[config.mk]
export PLATFORM = sky130hd
export DESIGN_NAME = rf_access_bridge_flat
export DESIGN_NICKNAME = d
export VERILOG_FILES = /design/src/rtl/rf_access_bridge_pkg.sv /design/src/rtl/rf_access_bridge_if.sv /design/src/rtl/rf_access_bridge.sv /design/src/flat_wrapper.sv
export SDC_FILE = /design/constraint.sdc
export NUM_CORES = 1
export LEC_CHECK = 0
export CAP_MARGIN = 20
export CORE_MARGIN = 2
export CORE_UTILIZATION = 41
export DETAILED_ROUTE_END_ITERATION = 8
export PLACE_DENSITY_LB_ADDON = 0.1
export SLEW_MARGIN = 20
export SYNTH_ARGS = -nofsm -noshare
export SYNTH_HDL_FRONTEND = slang
export SYNTH_SLANG_ARGS = --single-unit
export TNS_END_PERCENT = 10
[constraint.sdc]
create_clock -name clk_hmc -period 2.9 [get_ports clk_hmc]
set_input_delay 0.58 -clock clk_hmc [delete_from_list [all_inputs] [get_ports clk_hmc]]
set_output_delay 0.58 -clock clk_hmc [all_outputs]
set_load 0.02 [all_outputs]
[src/rtl/rf_access_bridge_pkg.sv]
// Shared types and constants for the register-file access bridge.
//   state_e        : bridge FSM states
//   RSP_*          : response status encodings
//   Default*       : default parameter values
package rf_access_bridge_pkg;

  localparam int unsigned DefaultAddrW   = 4;
  localparam int unsigned DefaultDataW   = 64;
  localparam int unsigned DefaultTimeout = 16;

  localparam logic [1:0] RSP_OK           = 2'b00;
  localparam logic [1:0] RSP_INVALID_ADDR = 2'b01;
  localparam logic [1:0] RSP_TIMEOUT      = 2'b10;

  typedef enum logic [1:0] {
    StIdle,
    StIssue,
    StWait,
    StResp
  } state_e;

endpackage

[src/rtl/rf_access_bridge_if.sv]
// Bundle of the command channel, response channel and RF port of the bridge.
//   slave  : the bridge's view (accepts commands, drives responses and RF strobes)
//   master : the environment's view (issues commands, consumes responses, acts as RF)
interface rf_access_bridge_if
  import rf_access_bridge_pkg::*;
#(
  parameter int unsigned ADDR_W = DefaultAddrW,
  parameter int unsigned DATA_W = DefaultDataW
);

  // Command channel
  logic              cmd_valid;
  logic              cmd_ready;
  logic              cmd_write;
  logic [ADDR_W-1:0] cmd_addr;
  logic [DATA_W-1:0] cmd_wdata;

  // Response channel
  logic              rsp_valid;
  logic              rsp_ready;
  logic [DATA_W-1:0] rsp_rdata;
  logic [1:0]        rsp_status;
  logic              rsp_write;
  logic [ADDR_W-1:0] rsp_addr;

  // Register-file port
  logic [ADDR_W-1:0] rf_address;
  logic [DATA_W-1:0] rf_write_data;
  logic              rf_read_en;
  logic              rf_write_en;
  logic [DATA_W-1:0] rf_read_data;
  logic              rf_invalid_address;
  logic              rf_access_complete;

  modport slave (
    input  cmd_valid, cmd_write, cmd_addr, cmd_wdata, rsp_ready,
           rf_read_data, rf_invalid_address, rf_access_complete,
    output cmd_ready, rsp_valid, rsp_rdata, rsp_status, rsp_write, rsp_addr,
           rf_address, rf_write_data, rf_read_en, rf_write_en
  );

  modport master (
    output cmd_valid, cmd_write, cmd_addr, cmd_wdata, rsp_ready,
           rf_read_data, rf_invalid_address, rf_access_complete,
    input  cmd_ready, rsp_valid, rsp_rdata, rsp_status, rsp_write, rsp_addr,
           rf_address, rf_write_data, rf_read_en, rf_write_en
  );

endinterface

[src/rtl/rf_access_bridge.sv]
// Serialises single read/write commands into the register file. Each accepted
// command becomes a one-cycle RF strobe, then the bridge waits (bounded by
// TIMEOUT cycles) for rf_access_complete and returns data plus status.
//   clk_hmc, rst_hmc : clock, synchronous active-high reset
//   bus              : command / response / RF signals (slave modport)
//   timeout_count    : saturating count of timed-out accesses
module rf_access_bridge
  import rf_access_bridge_pkg::*;
#(
  parameter int unsigned ADDR_W  = DefaultAddrW,
  parameter int unsigned DATA_W  = DefaultDataW,
  parameter int unsigned TIMEOUT = DefaultTimeout
) (
  input  logic                clk_hmc,
  input  logic                rst_hmc,
  rf_access_bridge_if.slave   bus,
  output logic [7:0]          timeout_count
);

  // The counter value compared is the post-increment one, so the response
  // rises exactly TIMEOUT cycles after the strobe cycle.
  localparam logic [7:0] TimeoutLast = 8'(TIMEOUT - 1);

  state_e            state_q, state_d;
  logic [7:0]        wait_cnt_q, wait_cnt_d;
  logic [7:0]        to_cnt_q, to_cnt_d;
  logic              cap_write_q, cap_write_d;
  logic [ADDR_W-1:0] rf_addr_q, rf_addr_d;
  logic [DATA_W-1:0] rf_wdata_q, rf_wdata_d;
  logic              rf_read_en_q, rf_read_en_d;
  logic              rf_write_en_q, rf_write_en_d;
  logic              rsp_valid_q, rsp_valid_d;
  logic [DATA_W-1:0] rsp_rdata_q, rsp_rdata_d;
  logic [1:0]        rsp_status_q, rsp_status_d;
  logic              rsp_write_q, rsp_write_d;
  logic [ADDR_W-1:0] rsp_addr_q, rsp_addr_d;
  logic [7:0]        wait_cnt_inc;

  assign wait_cnt_inc = wait_cnt_q + 8'd1;

  always_comb begin
    state_d       = state_q;
    wait_cnt_d    = wait_cnt_q;
    to_cnt_d      = to_cnt_q;
    cap_write_d   = cap_write_q;
    rf_addr_d     = rf_addr_q;
    rf_wdata_d    = rf_wdata_q;
    rf_read_en_d  = 1'b0;
    rf_write_en_d = 1'b0;
    rsp_valid_d   = rsp_valid_q;
    rsp_rdata_d   = rsp_rdata_q;
    rsp_status_d  = rsp_status_q;
    rsp_write_d   = rsp_write_q;
    rsp_addr_d    = rsp_addr_q;

    unique case (state_q)
      StIdle: begin
        if (bus.cmd_valid) begin
          cap_write_d   = bus.cmd_write;
          rf_addr_d     = bus.cmd_addr;
          rf_wdata_d    = bus.cmd_wdata;
          // Strobe is registered so it lands in the ISSUE cycle.
          rf_write_en_d = bus.cmd_write;
          rf_read_en_d  = ~bus.cmd_write;
          state_d       = StIssue;
        end
      end
      StIssue: begin
        // Any complete seen here belongs to an earlier access and is ignored.
        wait_cnt_d = '0;
        state_d    = StWait;
      end
      StWait: begin
        wait_cnt_d = wait_cnt_inc;
        if (bus.rf_access_complete || (wait_cnt_inc == TimeoutLast)) begin
          rsp_valid_d = 1'b1;
          rsp_write_d = cap_write_q;
          rsp_addr_d  = rf_addr_q;
          rf_addr_d   = '0;
          rf_wdata_d  = '0;
          state_d     = StResp;
          if (bus.rf_access_complete) begin
            rsp_status_d = bus.rf_invalid_address ? RSP_INVALID_ADDR : RSP_OK;
            rsp_rdata_d  = (!cap_write_q && !bus.rf_invalid_address) ? bus.rf_read_data : '0;
          end else begin
            rsp_status_d = RSP_TIMEOUT;
            rsp_rdata_d  = '0;
            if (to_cnt_q != 8'hFF) to_cnt_d = to_cnt_q + 8'd1;
          end
        end
      end
      StResp: begin
        if (bus.rsp_ready) begin
          rsp_valid_d  = 1'b0;
          rsp_rdata_d  = '0;
          rsp_status_d = RSP_OK;
          rsp_write_d  = 1'b0;
          rsp_addr_d   = '0;
          state_d      = StIdle;
        end
      end
      default: state_d = StIdle;
    endcase
  end

  always_ff @(posedge clk_hmc) begin
    if (rst_hmc) begin
      state_q       <= StIdle;
      wait_cnt_q    <= '0;
      to_cnt_q      <= '0;
      cap_write_q   <= 1'b0;
      rf_addr_q     <= '0;
      rf_wdata_q    <= '0;
      rf_read_en_q  <= 1'b0;
      rf_write_en_q <= 1'b0;
      rsp_valid_q   <= 1'b0;
      rsp_rdata_q   <= '0;
      rsp_status_q  <= RSP_OK;
      rsp_write_q   <= 1'b0;
      rsp_addr_q    <= '0;
    end else begin
      state_q       <= state_d;
      wait_cnt_q    <= wait_cnt_d;
      to_cnt_q      <= to_cnt_d;
      cap_write_q   <= cap_write_d;
      rf_addr_q     <= rf_addr_d;
      rf_wdata_q    <= rf_wdata_d;
      rf_read_en_q  <= rf_read_en_d;
      rf_write_en_q <= rf_write_en_d;
      rsp_valid_q   <= rsp_valid_d;
      rsp_rdata_q   <= rsp_rdata_d;
      rsp_status_q  <= rsp_status_d;
      rsp_write_q   <= rsp_write_d;
      rsp_addr_q    <= rsp_addr_d;
    end
  end

  assign bus.cmd_ready     = (state_q == StIdle);
  assign bus.rsp_valid     = rsp_valid_q;
  assign bus.rsp_rdata     = rsp_rdata_q;
  assign bus.rsp_status    = rsp_status_q;
  assign bus.rsp_write     = rsp_write_q;
  assign bus.rsp_addr      = rsp_addr_q;
  assign bus.rf_address    = rf_addr_q;
  assign bus.rf_write_data = rf_wdata_q;
  assign bus.rf_read_en    = rf_read_en_q;
  assign bus.rf_write_en   = rf_write_en_q;
  assign timeout_count     = to_cnt_q;

endmodule

[src/flat_wrapper.sv]
// flat-port wrapper written by rule: the top's interface ports become plain ports
module rf_access_bridge_flat import rf_access_bridge_pkg::*;
#(
  parameter int unsigned ADDR_W  = DefaultAddrW,
  parameter int unsigned DATA_W  = DefaultDataW,
  parameter int unsigned TIMEOUT = DefaultTimeout
)
  (clk_hmc, rst_hmc, timeout_count, bus_cmd_valid, bus_cmd_write, bus_cmd_addr, bus_cmd_wdata, bus_rsp_ready, bus_rf_read_data, bus_rf_invalid_address, bus_rf_access_complete, bus_cmd_ready, bus_rsp_valid, bus_rsp_rdata, bus_rsp_status, bus_rsp_write, bus_rsp_addr, bus_rf_address, bus_rf_write_data, bus_rf_read_en, bus_rf_write_en);
  rf_access_bridge_if #(.ADDR_W(ADDR_W), .DATA_W(DATA_W)) bus_i ();
  input  logic clk_hmc;
  input  logic rst_hmc;
  output logic [7:0] timeout_count;
  input wire logic [$bits(bus_i.cmd_valid)-1:0] bus_cmd_valid;
  input wire logic [$bits(bus_i.cmd_write)-1:0] bus_cmd_write;
  input wire logic [$bits(bus_i.cmd_addr)-1:0] bus_cmd_addr;
  input wire logic [$bits(bus_i.cmd_wdata)-1:0] bus_cmd_wdata;
  input wire logic [$bits(bus_i.rsp_ready)-1:0] bus_rsp_ready;
  input wire logic [$bits(bus_i.rf_read_data)-1:0] bus_rf_read_data;
  input wire logic [$bits(bus_i.rf_invalid_address)-1:0] bus_rf_invalid_address;
  input wire logic [$bits(bus_i.rf_access_complete)-1:0] bus_rf_access_complete;
  output wire logic [$bits(bus_i.cmd_ready)-1:0] bus_cmd_ready;
  output wire logic [$bits(bus_i.rsp_valid)-1:0] bus_rsp_valid;
  output wire logic [$bits(bus_i.rsp_rdata)-1:0] bus_rsp_rdata;
  output wire logic [$bits(bus_i.rsp_status)-1:0] bus_rsp_status;
  output wire logic [$bits(bus_i.rsp_write)-1:0] bus_rsp_write;
  output wire logic [$bits(bus_i.rsp_addr)-1:0] bus_rsp_addr;
  output wire logic [$bits(bus_i.rf_address)-1:0] bus_rf_address;
  output wire logic [$bits(bus_i.rf_write_data)-1:0] bus_rf_write_data;
  output wire logic [$bits(bus_i.rf_read_en)-1:0] bus_rf_read_en;
  output wire logic [$bits(bus_i.rf_write_en)-1:0] bus_rf_write_en;
  assign bus_i.cmd_valid = bus_cmd_valid;
  assign bus_i.cmd_write = bus_cmd_write;
  assign bus_i.cmd_addr = bus_cmd_addr;
  assign bus_i.cmd_wdata = bus_cmd_wdata;
  assign bus_i.rsp_ready = bus_rsp_ready;
  assign bus_i.rf_read_data = bus_rf_read_data;
  assign bus_i.rf_invalid_address = bus_rf_invalid_address;
  assign bus_i.rf_access_complete = bus_rf_access_complete;
  assign bus_cmd_ready = bus_i.cmd_ready;
  assign bus_rsp_valid = bus_i.rsp_valid;
  assign bus_rsp_rdata = bus_i.rsp_rdata;
  assign bus_rsp_status = bus_i.rsp_status;
  assign bus_rsp_write = bus_i.rsp_write;
  assign bus_rsp_addr = bus_i.rsp_addr;
  assign bus_rf_address = bus_i.rf_address;
  assign bus_rf_write_data = bus_i.rf_write_data;
  assign bus_rf_read_en = bus_i.rf_read_en;
  assign bus_rf_write_en = bus_i.rf_write_en;
  rf_access_bridge #(.ADDR_W(ADDR_W), .DATA_W(DATA_W), .TIMEOUT(TIMEOUT)) u_core (.clk_hmc(clk_hmc), .rst_hmc(rst_hmc), .bus(bus_i), .timeout_count(timeout_count));
endmodule
# Yosys cells after proc, flatten, opt, wreduce, memory -nomap -nowiden

Index checks and enable logic that the tools add are counted.

Register bits: 161
Bits of input ports: 139
Output and inout bits: 151
Word-level logic and storage cells: 69

$add $sub $neg: 2
Equal/unequal tests: 8
Multiplexer cells: 28
Bitwise gates (word level): 4
Reductions and logical operators: 14

Operators with widths:

| cell                  | number |
|---|---|
| $mux W64              | 6 |
| $pmux W64 S2          | 2 |
| $add A8 B1 Y8 const B | 2 |
| $mux W4               | 4 |
| $pmux W4 S2           | 2 |
| $pmux W8 S2           | 1 |
| $mux W2               | 5 |
| $reduce_and A3 Y1     | 3 |
| $eq A8 B4 Y1 const B  | 1 |
| $ne A8 B8 Y1 const B  | 1 |
| $pmux W2 S4           | 1 |
| $reduce_bool A2 Y1    | 3 |
| $eq A2 B2 Y1 const B  | 2 |
| $mux W1               | 4 |
| $ne A2 B2 Y1 const B  | 2 |
| $not A1 Y1            | 4 |
| $pmux W1 S2           | 2 |
| $pmux W2 S2           | 1 |
| $reduce_and A4 Y1     | 1 |
| $reduce_or A3 Y1      | 1 |
| $eq A2 B1 Y1 const B  | 1 |
| $logic_not A1 Y1      | 2 |
| $logic_not A2 Y1      | 1 |
| $ne A2 B1 Y1 const B  | 1 |
| other kinds (3)       | 3 |

# Depth between registers and ports, before layout

Gate-level depths: netlist (run 1).

Depth after elaboration: 6
Depth in mapped cells: 10
Depth with buffers taken out: 7

# Least setup slack after synthesis (run 1)

OpenSTA, ideal clock, no wires.

Path kind: input to register
Start: in rst_hmc
End: reg u_core.rsp_rdata_q[0], in the netlist u_core.bus.rsp_rdata[0]
Setup time: 0.059 ns
Arrival: 2.126 ns
Required time: 2.841 ns
Slack: 0.715 ns
Cell stages on the path: 5
Path buffers: 2
Cell sequence: clkbuf_1 -> or4b_2 -> nor3_2 -> buf_2 -> a22o_1

RTL lines:

| what                 | line                    | source |
|---|---|---|
| from (decl)          | flat_wrapper.sv:11      | `input logic rst_hmc;` |
| to (signal assigned) | rf_access_bridge.sv:131 | `rsp_rdata_q <= rsp_rdata_d;` |
| to (decl)            | rf_access_bridge.sv:33  | `logic [DATA_W-1:0] rsp_rdata_q, rsp_rdata_d;` |

# Worst setup path after layout (run 1)

Start: reg u_core.wait_cnt_q[1]
End: reg u_core.rsp_rdata_q[49], in the netlist u_core.bus.rsp_rdata[49]

Word-level cells in the longest chain between the ends: 5

RTL lines:

| what                        | line                    | source |
|---|---|---|
| from (decl)                 | rf_access_bridge.sv:25  | `logic [7:0] wait_cnt_q, wait_cnt_d;` |
| from (signal assigned)      | rf_access_bridge.sv:123 | `wait_cnt_q <= wait_cnt_d;` |
| $add A8 B1 Y8               | rf_access_bridge.sv:39  | `assign wait_cnt_inc = wait_cnt_q + 8'd1;` |
| $eq A8 B4 Y1                | rf_access_bridge.sv:75  | `if (bus.rf_access_complete \|\| (wait_cnt_inc == TimeoutLast)) begin` |
| $logic_or A1 B1 Y1          | rf_access_bridge.sv:75  |  |
| $ne A2 B1 Y1 (no line)      | n/a                     |  |
| $reduce_and A3 Y1 (no line) | n/a                     |  |

Every way passes these cells.
A chain may end at the register's enable or synchronous reset.

==> flow_metrics.py, run 1 <==
metrics = {
    "final_layout": {
        "final_cell_mix": "clkdlybuf4s50_1 (288), dfxtp_1 (161), a21oi_1 (95)",
        "drive_above_1_share_pct": 5.773,
        "final_common_cell": "clkdlybuf4s50_1",
        "nFillCells": 1204,
        "regArea_mm2": 0.003223,
        "synthToLayoutAreaGrowth_pct": 56.88,
        "multi_input_area_mm2": 0.002766,
        "n_antenna_cell": 0,
        "stdcell_count": 1106,
        "finalNetCount": 1052,
        "final_util_pct": 65.25,
    },
    "timing": {
        "slew_violations": 0,
        "rsz0062_at_grt": "no",
        "finalSetupViolCount": 0,
        "finalSetupTns_ps": 0,
        "clock.fmax_ghz": 0.3976,
        "min_period_ps": 2515,
        "skew_ps": 9.880,
        "slew_headroom_pct": 40.22,
        "hold_violations": 0,
        "worst_pin_slew_ps": 896.7,
        "fin_crit_sh_pct": 86.73,
    },
    "logic_synthesis": {
        "synthCells": 651,
        "synth_cell_types": 53,
        "synth-edff-count": 0,
        "ys.flop_type": "dfxtp_1",
        "synth.cell_area_mm2": 0.006276,
        "syn_avg_cell_area_um2": 9.641,
        "synth.yosys.seq_area_share_pct": 51.36,
        "yosys_warnings": 0,
        "ys_ff_latch": 161,
        "synth_fp_nets": 796,
        "synth-async-reset-ratio_pct": 0,
    },
    "floorplan": {
        "rows": 45,
        "ios": 290,
        "dieArea_mm2": 0.01631,
        "start_util_pct": 41.59,
        "die_x_um": 127.7,
        "die_h_um": 127.7,
        "core_mm2": 0.01509,
    },
    "clock_network": {
        "htree_levels": 4,
        "tritoncts": "built",
        "hold_buffers": 0,
        "postCtsSetupRepairBufs": 0,
        "cts_buffer_depth": 2,
        "clk_latency_ps": 420,
        "cts_sinks": 161,
        "cts-root-buf": "clkbuf_16",
        "cts.clk_slew.worst_paths_ps": 60,
        "cts_buffers": 17,
        "post_cts_resized": 0,
    },
    "placed_design": {
        "port_buffers": 289,
        "gp_congestion": 0.8931,
        "dp_cells": 1076,
        "post-dp-hpwl_mm": 13.40,
    },
    "grt": {
        "grt-ovfl-total": 0,
        "grt_max_degree": 84,
        "grt_use_met1_pct": 26.42,
        "groute.layer.met3.usage_pct": 8.347,
        "use_met2_pct": 38.57,
        "grt_pass1_wl_mm": 29.57,
        "grt_usage_pct": 22.77,
        "grt.busiest_layer": "met2",
        "grt_pass1_vias": 5726,
        "grt_antenna_before_repair": 0,
    },
    "routing": {
        "post_drt_wl_per_cell_um": 17.56,
        "viasPerCell": 5.505,
        "totalWireLength_mm": 19.42,
        "first_pass_iters": 5,
        "postRouteAntennaNets": 0,
        "drc": 0,
        "num_vias": 6089,
        "drt_iter0_markers": 344,
    },
    "worst_setup_path": {
        "crit_slowest_cell": "a211oi_2",
        "cp.required_ps": 3210,
        "worstPathMaxFanout": 64,
        "slowest_delay_ps": 560,
        "end_kind": "flip-flop",
        "reg2reg_from": "u_core.wait_cnt_q[1]",
        "crit_start": "u_core.wait_cnt_q[1]",
        "cp_data_arrival_time_ps": 2820,
        "worstSetupPathType": "reg2reg",
        "worstPathCellList": "ha_1 -> nand3b_1 -> and2_1 -> a211oi_2 -> a21oi_4 -> buf_12 -> a22o_1",
        "cp-start-kind": "flip-flop",
    },
    "min_path": {
        "hold_class": "reg2reg",
        "worstHoldStart": "u_core.bus.rsp_rdata[21]",
    },
    "run_status": {
        "status": "finished clean",
    },
    "run": {
        "maxCapViolations": 0,
    },
    "pwr": {
        "p_per_area_mw_per_mm2": 899.7,
        "worst_ir_drop_vdd_v": 0.0006223,
        "p_leak_uw": 0.003466,
        "finalPower_uw": 8858,
    },
}
[layer usage]
| layer | share of wire, % | vias to the layer above |
|---|---|---|
| li1 | - | 2921 |
| met1 | 40 | 2882 |
| met2 | 49 | 259 |
| met3 | 9.4 | 27 |
| met4 | 1.5 | 0 |
| met5 | 0 | - |
[where the power goes]
part	total, uW	switching (uW)	internal, uW
combinational	3750	2020	1730
sequential	2920	241	2680
clock	2190	884	1300
total	8860	3140	5720
[Yosys cell counts (7+ instances only)]
cell type,number,share of area (%)
dfxtp_1,161,51
a21oi_1,95,7.6
o21ai_0,84,6.7
nand3b_1,68,8.1
a22o_1,65,9.1
clkbuf_1,33,2.0
buf_2,19,1.5
nand2_1,13,0.78
nor2_1,11,0.66
nand3_1,9,0.72
inv_1,7,0.42
[logic make-up (layout without fill, tap and decap cells)]
kind of cell	after synthesis	count (layout)	synth area share [%]
AOI/OAI and AO/OA	268	268	26.87
adders and majority gates	6	6	1.196
buffers and inverters	69	336	4.805
DFF	161	161	51.36
muxes	1	1	0.1595
and+or+nand+nor	146	146	15.61
[through the flow]
step	setup slack, ps	instance area (um2)	hold slack (ps)
after CTS	407.5	9846	455.1
after detailed placement	209.9	9275	455.5
final	384.8	9846	470.9
after global routing	275.1	9846	474.6
after floorplan	714.9	6276	460.8
after global placement	282.3	9275	454.6
[registers in the layout (all words and copies together) (netlist names)]
name and flops:
u_core.bus.rf_write_data 64, u_core.bus.rsp_rdata 64, u_core.timeout_count 8, u_core.wait_cnt_q 8, u_core.bus.rf_address 4, u_core.bus.rsp_addr 4, u_core.bus.rsp_status 2, u_core.state_q 2
u_core.bus.rf_read_en 1, u_core.bus.rf_write_en 1, u_core.bus.rsp_valid 1, u_core.bus.rsp_write 1, u_core.cap_write_q 1
[area by class of cell]
cell class / instances / area share [%]
clock buffers: 21 / 4.677
clock inverters: 9 / 1.118
inverters: 8 / 0.3050
multi-input cells: 421 / 28.10
flip-flops and latches: 161 / 32.74
well taps: 188 / 2.389
repair buffers: 298 / 30.68
[worst paths after layout]
kind | endpoint | slack, ps | cells after the start
min reg2reg | u_core.bus.rsp_rdata[21] | 470 | 1
max reg2reg | u_core.bus.rsp_rdata[49] | 380 | 7
max | u_core.bus.rsp_rdata[49] | 380 | 7
min | u_core.bus.rsp_rdata[21] | 470 | 1
[worst max-delay path, delay by kind of cell (launching register included)]
kind	cells	cell delay (ps)
AO/OA/AOI/OAI	3	910
adder cells (fa/ha/maj)	1	350
AND/OR/NAND/NOR	2	380
buffers and inverters	1	230
flip-flops	1	500
Power figures use the tool's default switching activity.
==> run 2: changes to the inputs <==
Settings changed: CORE_MARGIN 2 to default, PLACE_DENSITY from default to 0.8, PLACE_DENSITY_LB_ADDON 0.1 to default.
==> run 2 against run 1 <==
  * Total power is 2.2% higher
  * Routed wire length is 1.7% higher
  * Core utilization is 1.9 points higher
  * Non-clock buffer count is 4 higher
  * Combinational power is 3% higher
  * Via count is 0.34% higher
  * Setup slack better by 110 ps
  * Critical endpoint is now u_core.bus.rsp_rdata[19]
  * Largest cell class unchanged
==> flow_metrics.py, run 2 (synthesis gave the netlist of run 1 again) <==
metrics = {
    "run_status": {
        "status": "finished clean",
    },
    "timing": {
        "hold_violations": 0,
        "slew_violations": 0,
        "min_period_ps": 2405,
        "finalSetupTns_ps": 0,
        "clock.fmax_ghz": 0.4158,
        "layout_setup_ws_ps": 494.8,
        "fin_crit_sh_pct": 82.94,
        "finalSetupViolCount": 0,
        "worst_pin_slew_ps": 733.6,
        "rsz0062_at_grt": "no",
        "slew_headroom_pct": 51.10,
        "skew_ps": 7.919,
    },
    "final_layout": {
        "multi_input_area_mm2": 0.002766,
        "n_antenna_cell": 0,
        "nFillCells": 1185,
        "regArea_mm2": 0.003223,
        "final_area_mm2": 0.009908,
        "final_common_cell": "clkdlybuf4s50_1",
        "finalNetCount": 1056,
        "synthToLayoutAreaGrowth_pct": 57.87,
        "final_cell_mix": "clkdlybuf4s50_1 (288), dfxtp_1 (161), a21oi_1 (95)",
        "drive_above_1_share_pct": 6.284,
    },
    "floorplan": {
        "die_h_um": 125.7,
        "ios": 290,
        "dieArea_mm2": 0.01581,
        "start_util_pct": 42.54,
        "core_mm2": 0.01475,
        "rows": 44,
        "die_x_um": 125.7,
    },
    "routing": {
        "totalWireLength_mm": 19.75,
        "drc": 0,
        "drt_iter0_markers": 391,
        "post_drt_wl_per_cell_um": 17.84,
        "postRouteAntennaNets": 0,
        "first_pass_iters": 6,
        "num_vias": 6110,
        "viasPerCell": 5.519,
    },
    "worst_setup_path": {
        "cp-start-kind": "flip-flop",
        "end_kind": "flip-flop",
        "worstSetupPathType": "reg2reg",
        "cp_data_arrival_time_ps": 2720,
        "timing.critical_path.to": "u_core.bus.rsp_rdata[19]",
        "rr_worst_depth": 7,
        "crit_start": "u_core.wait_cnt_q[1]",
        "reg2reg_from": "u_core.wait_cnt_q[1]",
        "r2r_slack_ps": 490,
        "worstPathMaxFanout": 64,
        "cp.required_ps": 3210,
        "rr_endpoint": "u_core.bus.rsp_rdata[19]",
    },
    "min_path": {
        "hold_class": "reg2reg",
        "whs_path_depth": 2,
        "worstHoldStart": "u_core.bus.rf_write_data[61]",
    },
    "clock_network": {
        "htree_levels": 4,
        "hold_buffers": 0,
        "cts-root-buf": "clkbuf_16",
        "cts_sinks": 161,
        "post_cts_resized": 0,
        "cts.clk_slew.worst_paths_ps": 60,
        "postCtsSetupRepairBufs": 0,
        "cts_buffers": 17,
        "tritoncts": "built",
        "clk_latency_ps": 420,
        "cts_buffer_depth": 2,
    },
    "placed_design": {
        "post-dp-hpwl_mm": 13.49,
        "gp_congestion": 0.8832,
        "port_buffers": 289,
        "placedInstanceArea_mm2": 0.009313,
        "dp_slack_ps": 285.4,
    },
    "grt": {
        "grt-ovfl-total": 0,
        "grt_usage_pct": 24.64,
        "grt_max_degree": 68,
        "grt_pass1_vias": 5742,
        "grt_pass1_wl_mm": 30.57,
        "grt_antenna_before_repair": 0,
    },
    "pwr": {
        "p_leak_uw": 0.003511,
        "worst_ir_drop_vdd_v": 0.0006343,
        "p_per_area_mw_per_mm2": 913.9,
    },
    "run": {
        "maxCapViolations": 0,
    },
}
==> run 2: cell types whose count changed in the layout (fill, tap and decap cells not counted), sizes merged <==
cell,previous run,this run
buf,10,14
bufinv,2,3
clkinv,4,6
clkinvlp,3,1
==> run 2: layout make-up <==
cell class                 instances  area share, %
inverter                           8         0.3031
tap                              184          2.324
sequential                       161          32.53
clock buffer                      21          4.647
timing repair buffer             302          30.91
clock inverter                    10          1.364
multi-input combinational        421          27.92
==> run 2: worst max-delay path, cell delays in order, from the launching register on <==
cell	delay, ps
dfxtp_1	490
ha_1	330
and3_1	240
o2111a_2	280
o21a_1	390
a21oi_4	110
buf_12	220
a22o_1	220
==> run 2: layer usage <==
metal  global-route usage, %  vias to the layer above  wire length [um]
met5                       0                        -                 0
met2                   41.08                      255              9269
li1                        -                     2940                 -
met1                   27.73                     2885              8078
met3                   10.58                       30              1935
met4                   9.684                        0               467
==> run 2: per-stage QoR <==
step                      power, uW  cells  hold WS (ps)  utilization (%)
after global routing           9561   1107         483.1            67.16
after CTS                      9111   1107         471.5            67.16
after detailed placement       6801   1076         454.3            63.12
final                          9055   1107         470.4            67.16
after floorplan                5133    651         460.8                -
after global placement         6751   1076         455.0            63.12
==> run 2: worst min-delay path by stage <==
| stage | end |
|---|---|
| after global placement | u_core.bus.rsp_rdata[33] |
| final | u_core.bus.rf_write_data[61] |
| after CTS | u_core.bus.rf_write_data[61] |
| after floorplan | u_core.cap_write_q |
| after global routing | u_core.bus.rsp_rdata[35] |
| after detailed placement | u_core.bus.rsp_rdata[29] |
==> run 2: power breakdown <==
part,switching [uW],internal [uW],total (uW),leakage (uW)
logic,2060,1790,3860,0.00191
registers,235,2680,2920,0.00131
clock network,892,1390,2280,0.000293
==> run 3: changes to the inputs <==
Clock period 2.9 ns to 2.5 ns, I/O delays scaled along.
==> run 3 against run 2 <==
  * Clock skew decreased by 0.87 ps
  * Count of clock-buffer cells in the layout increased by 2
  * Flip-flop and latch count unchanged
  * Cell count increased by 0.90%
  * Non-clock buffer count increased by 10
  * Largest power group unchanged
==> flow_metrics.py, run 3 (synthesis gave the netlist of run 1 again) <==
metrics = {
    "timing": {
        "finalSetupViolCount": 0,
        "whs_ps": 469.2,
        "min_period_ps": 2243,
        "clock.fmax_ghz": 0.4458,
        "layout_setup_ws_ps": 257.1,
        "hold_violations": 0,
        "skew_ps": 7.050,
        "fin_crit_sh_pct": 89.72,
        "finalSetupTns_ps": 0,
        "rsz0062_at_grt": "no",
        "worst_pin_slew_ps": 729.1,
        "slew_headroom_pct": 51.39,
        "slew_violations": 0,
    },
    "grt": {
        "grt_max_degree": 71,
        "grt_usage_pct": 25.36,
        "grt_pass1_wl_mm": 31.53,
        "grt_pass1_vias": 5830,
        "grt-ovfl-total": 0,
        "grt_antenna_before_repair": 0,
    },
    "placed_design": {
        "dp_slack_ps": 6.927,
        "placedInstanceArea_mm2": 0.009425,
        "gp_congestion": 0.8416,
        "dp_cells": 1086,
        "post-dp-hpwl_mm": 13.78,
        "port_buffers": 289,
    },
    "final_layout": {
        "final_cell_mix": "clkdlybuf4s50_1 (288), dfxtp_1 (161), a21oi_1 (95)",
        "final_common_cell": "clkdlybuf4s50_1",
        "synthToLayoutAreaGrowth_pct": 59.61,
        "finalNetCount": 1066,
        "drive_above_1_share_pct": 7.288,
        "final_area_mm2": 0.01002,
        "n_antenna_cell": 0,
        "stdcell_count": 1117,
        "nFillCells": 1165,
    },
    "routing": {
        "drc": 0,
        "viasPerCell": 5.460,
        "first_pass_iters": 5,
        "num_vias": 6099,
        "drt_iter0_markers": 411,
        "post_drt_wl_per_cell_um": 17.91,
        "postRouteAntennaNets": 0,
        "totalWireLength_mm": 20.00,
    },
    "floorplan": {
        "ios": 290,
        "dieArea_mm2": 0.01581,
        "die_h_um": 125.7,
        "start_util_pct": 42.54,
        "core_mm2": 0.01475,
        "die_x_um": 125.7,
        "rows": 44,
    },
    "clock_network": {
        "cts_sinks": 161,
        "clk_latency_ps": 420,
        "post_cts_resized": 0,
        "tritoncts": "built",
        "cts-root-buf": "clkbuf_16",
        "cts_buffer_depth": 2,
        "hold_buffers": 0,
        "cts.clk_slew.worst_paths_ps": 60,
        "cts_buffers": 17,
        "htree_levels": 4,
        "postCtsSetupRepairBufs": 0,
    },
    "worst_setup_path": {
        "worstPathMaxFanout": 5,
        "cp_num_buf_inv": 2,
        "cp_data_arrival_time_ps": 1740,
        "crit_slowest_cell": "clkdlybuf4s50_1",
        "cp-start-kind": "flip-flop",
        "slowest_delay_ps": 670,
        "worstPathCellList": "inv_1 -> ha_1 -> clkdlybuf4s50_1",
        "critPathTopFamily": "buffers and inverters",
        "cp.required_ps": 2000,
        "end_kind": "primary output",
        "r2r_slack_ps": 350,
        "worstSetupPathType": "reg2out",
    },
    "pwr": {
        "worst_ir_drop_vdd_v": 0.0007936,
        "p_per_area_mw_per_mm2": 1057,
        "p_leak_uw": 0.003570,
        "power_frac_seq_pct": 31.9,
        "p_comb_share_pct": 43.6,
        "clockPowerShare_pct": 24.6,
        "swShare_pct": 35.05,
        "p_switching_uw": 3712,
        "intPower_uw": 6880,
    },
    "run_status": {
        "status": "finished clean",
    },
    "run": {
        "maxCapViolations": 0,
    },
    "min_path": {
        "hold_class": "reg2reg",
    },
}
## run 3: cell types whose count changed in the layout (fill, tap and decap cells not counted), sizes merged
cell,delta
buf,+10
clkbuf,+2
bufinv,-1
clkinv,-1
## run 3: worst paths after layout
| kind | start | endpoint | cells after the start |
|---|---|---|---|
| max | u_core.state_q[0] | bus_cmd_ready | 3 |
| min | u_core.bus.rf_write_data[6] | u_core.bus.rf_write_data[6] | 2 |
| max reg2reg | u_core.wait_cnt_q[0] | u_core.bus.rsp_status[1] | 6 |
| min reg2reg | u_core.bus.rf_write_data[6] | u_core.bus.rf_write_data[6] | 2 |
## run 3: stage by stage
stage / total power (uW) / utilization (%)
after floorplan: 5954 / -
after global placement: 7975 / 63.88
after detailed placement: 8037 / 63.88
after CTS: 10670 / 67.89
after global routing: 11190 / 67.89
final: 10590 / 67.89
## run 3: cell type report
type | count | area, um2 | area share [%]
repair buffers | 312 | 3176 | 31.70
inverters | 8 | 30.03 | 0.2998
flip-flops and latches | 161 | 3223 | 32.18
clock inverters | 8 | 103.9 | 1.037
multi-input cells | 421 | 2766 | 27.62
clock buffers | 23 | 488.0 | 4.871
well taps | 184 | 230.2 | 2.298
## run 3: power groups by stage
| stage | Clock, uW | Combinational [uW] | Sequential (uW) |
|---|---|---|---|
| floorplan | 0 | 1920 | 4030 |
| global placement | 0 | 4570 | 3410 |
| detailed placement | 0 | 4610 | 3430 |
| CTS | 2650 | 4640 | 3380 |
| global route | 2770 | 4980 | 3450 |
| finish | 2600 | 4620 | 3380 |
## run 3: worst reg2reg max path: cells and delay by family (launching register included)
| kind | cells | cell delay (ps) |
|---|---|---|
| fa+ha+maj | 1 | 300 |
| simple gates | 3 | 870 |
| compound gates | 2 | 570 |
| flops | 1 | 340 |
## run 3: layer usage
layer / part of all wire (%) / track usage (%) / wire length [um] / vias to the layer above
li1: - / - / - / 2954
met1: 40 / 28.77 / 7981 / 2848
met2: 47 / 41.76 / 9421 / 266
met3: 10 / 10.58 / 2004 / 31
met4: 3.0 / 11.05 / 595 / 0
met5: 0 / 0 / 0 / -
